==> config.mk <==
export PLATFORM = sky130hd
export DESIGN_NAME = sat_counter
export DESIGN_NICKNAME = d
export VERILOG_FILES = /design/src/rtl/sat_counter.sv
export SDC_FILE = /design/constraint.sdc
export NUM_CORES = 1
export LEC_CHECK = 0
export ABC_AREA = 0
export CAP_MARGIN = 20
export CORE_MARGIN = 8
export CORE_UTILIZATION = 49
export CTS_BUF_LIST = sky130_fd_sc_hd__clkbuf_2
export DETAILED_ROUTE_END_ITERATION = 10
export PLACE_DENSITY = 0.77
export SETUP_SLACK_MARGIN = 0.15
export SYNTH_ARGS = -nofsm -noshare
export SYNTH_HDL_FRONTEND = slang
export SYNTH_SLANG_ARGS = --single-unit
export TNS_END_PERCENT = 20
==> constraint.sdc <==
create_clock -name clk -period 2.2 [get_ports clk]
set_clock_uncertainty 0.2 [all_clocks]
set_input_delay 0.55 -clock clk [delete_from_list [all_inputs] [get_ports clk]]
set_output_delay 0.55 -clock clk [all_outputs]
set_load 0.05 [all_outputs]
==> src/rtl/sat_counter.sv <==
// Saturating up-counter; clear wins over a same-cycle increment.
module sat_counter #(
  parameter int W = 16
) (
  input  logic         clk,
  input  logic         rst,
  input  logic         inc_i,
  input  logic         clr_i,
  output logic [W-1:0] cnt_o
);

  logic [W-1:0] cnt_q;

  always_ff @(posedge clk or posedge rst) begin
    if (rst) begin
      cnt_q <= '0;
    end else if (clr_i) begin
      cnt_q <= '0;
    end else if (inc_i && (cnt_q != {W{1'b1}})) begin
      cnt_q <= cnt_q + 1'b1;
    end
  end

  assign cnt_o = cnt_q;

endmodule

## Word-level counts from Yosys, hierarchy flattened

Index checks and enable logic that the tools add are counted.

| storage, ports and cells | value |
|---|---|
| word-level logic and storage cells | 7 |
| register bits | 16 |
| output and inout bits | 16 |

| operators by class | value |
|---|---|
| multiplexer cells | 2 |
| equal/unequal tests | 1 |
| add/subtract/negate cells | 1 |
| reduce and logical (&&, ||, !) cells | 2 |

Operators by type and width:

| cell | count |
|---|---|
| 16-bit 2-to-1 mux | 2 |
| 16-bit by 1-bit adder with 16-bit output, second input constant | 1 |
| 16-bit != test, second input constant | 1 |
| 2-bit nonzero test | 1 |
| 1-bit logical AND | 1 |

## Longest topological paths before layout

| logic depth | value |
|---|---|
| depth in word-level cells | 4 |
| mapped depth | 6 |
| gate-level depth less buffers | 5 |

## Least setup slack after synthesis

Ideal clock, no wire load.

| path | value |
|---|---|
| path type | register -> register |
| start | reg cnt_q[0], in the netlist cnt_o[0] |
| end | reg cnt_q[0], in the netlist cnt_o[0] |
| path buffers | 1 |
| data required time | 1875 ps |
| cell stages (with the launch flop) | 7 |
| arrival time | 2010 ps |
| setup slack | -135 ps |
| library setup time | 125 ps |
| path through | dfrtp_1 -> ha_1 -> clkbuf_1 -> nand3_1 -> nor4_1 -> nor2b_1 -> mux2_2 |

| between the ends | value |
|---|---|
| longest elaborated chain between the ends | 3 |
| elaborated cells on any way between the ends | 6 |
| classes of those cells | add/sub: 1; eq/ne: 1; mux: 2; reduce/logical: 2 |

Ends and longest elaborated chain:

| element | line | text |
|---|---|---|
| start: declaration | 12 | `logic [W-1:0] cnt_q;` |
| start signal: assignment | 20 | `cnt_q <= cnt_q + 1'b1;` |
| 16-bit by 1-bit adder with 16-bit output / 16-bit != test (equally long branches) | 20, 19 |  |
| 16-bit 2-to-1 mux / 1-bit logical AND (equally long branches) | 19 | `end else if (inc_i && (cnt_q != {W{1'b1}})) begin` |
| 16-bit 2-to-1 mux / 2-bit nonzero test (equally long branches) | - |  |

Parallel ways exist; a longest one is shown, timed or not. The select of a mux whose other input is x is not followed.
A chain may end at the register's enable or synchronous reset.

## Final worst setup path

| path | value |
|---|---|
| start | reg cnt_q[10], in the netlist cnt_o[10] |
| end | reg cnt_q[13], in the netlist cnt_o[13] |

The elaborated chain is that of the path after synthesis.

==> results.yml <==
global_route:
  grt_overflow: 0
  grt_pass1_wl_um: 3690
  first_global_vias: 852
  gr-usage-all-layers_pct: 13.2
  antenna_found_initial: 0
  grt_max_degree: 17
route:
  postRouteAntennaNets: 0
  drt_iter0_markers: 24
  via_per_inst: 5.80
  drt_wl_total_um: 2340
  routedWlPerCell_um: 14.3
  drc: 0
  via_count: 946
  first_pass_iters: 4
floorplan:
  die_w_um: 59.6
  io_pins: 20
  num_rows: 15
  initial_core_util_pct: 52.8
  die_area_um2: 3550
  fp.coreArea_um2: 1760
  die_h_um: 59.6
final_layout:
  nets: 144
  n_antenna_cell: 0
  largest_reg_flops: 16
  seq_area_um2: 418
  drive_above_1_share_pct: 44.2
  fill_cells: 152
  syn_to_final_growth_pct: 37.7
  fin_area_um2: 1280
  multiInputGateArea_um2: 519
setup_path:
  crit_fanout: 7
  max_stage_delay_ps: 560
  startpoint_type: "flip-flop"
  arrival_ps: 2010
  r2r-end: "cnt_o[13]"
  cp_cell_sequence: "nand4_4 -> or4_4 -> or4_1 -> a21oi_1"
  r2r_slack_ps: 220
  r2r-start: "cnt_o[10]"
  timing.critical_path.required_ps: 2230
  rr_worst_depth: 4
  worstSetupPathType: "reg -> reg"
  crit_buf_inv: 0
  crit_path_end_kind: "flip-flop"
  path_delay_family: "simple AND/OR/NAND/NOR gates"
  worst_path_max_delay_cell: "or4_4"
synthesis:
  synthCells: 101
  synth_area_per_cell_um2: 9.23
  async_reset_ff_share_pct: 100
  ys.flop_type: "dfrtp_1"
  syn_area_um2: 932
  yosysMostFrequentCell: "dfrtp_1"
  ys_ff_latch: 16
  synth_top_area_share_pct: 43.0
  synthTopCellsByCount: "dfrtp_1 (16), a21oi_1 (12), nand3_1 (7)"
  yosys-top-cells-area: "dfrtp_1 (43%), a21oi_1 (6.4%), or4_1 (4.8%), o31ai_1 (4.0%), or3_1 (4.0%)"
  synth_edf_count: 0
  yosysSeqAreaShare_pct: 43.0
  synth_nets: 106
  synth_warnings: 0
  yosys.area.top_type: "dfrtp_1"
  ys_types: 29
pwr:
  peakVddDrop_uv: 299
  p_per_area_nw_per_um2: 396
  leakagePower_nw: 0.509
  power_w: 0.000509
run_status:
  status: "complete, no violations"
place:
  dp_slack_ps: -279
  portBuffers: 19
  routabilityCongestion: 0.794
  placed_cell_area_um2: 1190
  hpwl_um: 1670
clock_tree:
  numCtsBuffers: 3
  clkTransAtPathRegs_ps: 160
  root_buffer: "clkbuf_2"
  cts_max_path_buffers: 2
  cts_tree: "done"
  clock_latency_ps: 300
  clock-sinks: 16
  ctsHoldBuffers: 0
  ctsHtreeMaxLevel: 1
sta:
  whs_ps: 325
  grt_setup_unrepaired: "no"
  setup_slack_ps: 218
  period_share_pct: 90.1
  clock.fmax_ghz: 0.505
  setup_viol: 0
  tightest_slew_ps: 530
  maxSlewViolCount: 0
  period_needed_ps: 1980
  slew_headroom_pct: 64.4
  final.setup.tns_ps: 0
  hold_viol: 0
worst_hold_path:
  hold_path.class: "in -> async"
job:
  maxCapViolCount: 0
==> where the power goes <==
part,internal (W),switching [W]
Combinational,0.0000240,0.0000355
Sequential,0.000298,0.00000707
Clock,0.0000482,0.0000955
Total,0.000370,0.000138
==> worst max path at each step <==
stage	start	to	slack, ps	depth (start not counted)
after floorplan	cnt_o[2]	cnt_o[13]	90	4
after global placement	inc_i	cnt_o[13]	-240	5
after detailed placement	inc_i	cnt_o[13]	-280	5
after CTS	cnt_o[2]	cnt_o[13]	160	4
after global routing	cnt_o[10]	cnt_o[13]	160	4
final	cnt_o[10]	cnt_o[13]	220	4
==> cells by family after synthesis <==
family | after synthesis | share of synthesized area, %
adders and majority gates | 1 | 1.34
buffers and inverters | 7 | 3.89
and+or+nand+nor | 49 | 32.6
AOI/OAI and AO/OA | 25 | 15.7
DFF | 16 | 43.0
muxes | 3 | 3.49
==> layer usage <==
layer | share of wire, % | routed length (um) | vias up | track usage [%]
li1 | - | - | 468 | -
met1 | 47 | 1100 | 450 | 16.4
met2 | 46 | 1080 | 22 | 21.1
met3 | 5.8 | 136 | 6 | 3.25
met4 | 1.2 | 27 | 0 | 5.44
met5 | 0 | 0 | - | 0
==> final cells by class <==
type | count | share of cell area (%)
Sequential cell | 16 | 32.6
Tap cell | 25 | 2.44
Multi-Input combinational cell | 78 | 40.4
Timing Repair Buffer | 37 | 22.1
Inverter | 3 | 0.877
Clock buffer | 4 | 1.56
==> cells in the final DEF (no fill, tap or decap) <==
| cell | Yosys | routed |
|---|---|---|
| or3_2 | 1 | 1 |
| dlygate4sd2_1 | 0 | 1 |
| nand4_4 | 1 | 1 |
| nand2_1 | 6 | 6 |
| nor4_1 | 3 | 2 |
| or4_4 | 1 | 1 |
| nor4_2 | 0 | 1 |
| mux2_2 | 2 | 2 |
| or4_2 | 1 | 1 |
| dfrtp_1 | 16 | 2 |
| o21ai_0 | 5 | 5 |
| a31oi_1 | 1 | 1 |
| mux2i_1 | 1 | 1 |
| buf_4 | 1 | 34 |
| nand2b_1 | 2 | 2 |
| and4_1 | 1 | 1 |
| clkdlybuf4s50_1 | 0 | 2 |
| nand3_1 | 7 | 6 |
| or3_1 | 6 | 6 |
| ha_4 | 0 | 1 |
| nor2_1 | 3 | 3 |
| nand4_1 | 4 | 4 |
| nand3_2 | 0 | 1 |
| o41ai_1 | 2 | 2 |
| nor2b_1 | 3 | 3 |
| a21oi_1 | 12 | 12 |
| clkbuf_2 | 1 | 4 |
| inv_1 | 3 | 3 |
| o31ai_1 | 5 | 5 |
| dfrtp_2 | 0 | 14 |
| or4_1 | 6 | 6 |
| nor3_1 | 4 | 4 |
==> worst min-delay path, cell delays in order <==
cell and delay, ps:
clkdlybuf4s50_1 390, inv_1 50, buf_4 230
==> through the flow <==
| step | utilization, % | cells |
|---|---|---|
| final | 72.8 | 163 |
| after global routing | 72.8 | 163 |
| after CTS | 68.5 | 153 |
| after detailed placement | 67.4 | 149 |
| after global placement | 67.4 | 149 |
| after floorplan | - | 101 |
==> timing repair <==
item / CTS / global route
cloned: 0 / 0
setup endpoints to repair: 5 / 4
pin swaps: 0 / 4
setup buffers: 0 / 10
resized for setup: 1 / 0
No activity file was read; power rests on OpenSTA's default activity.
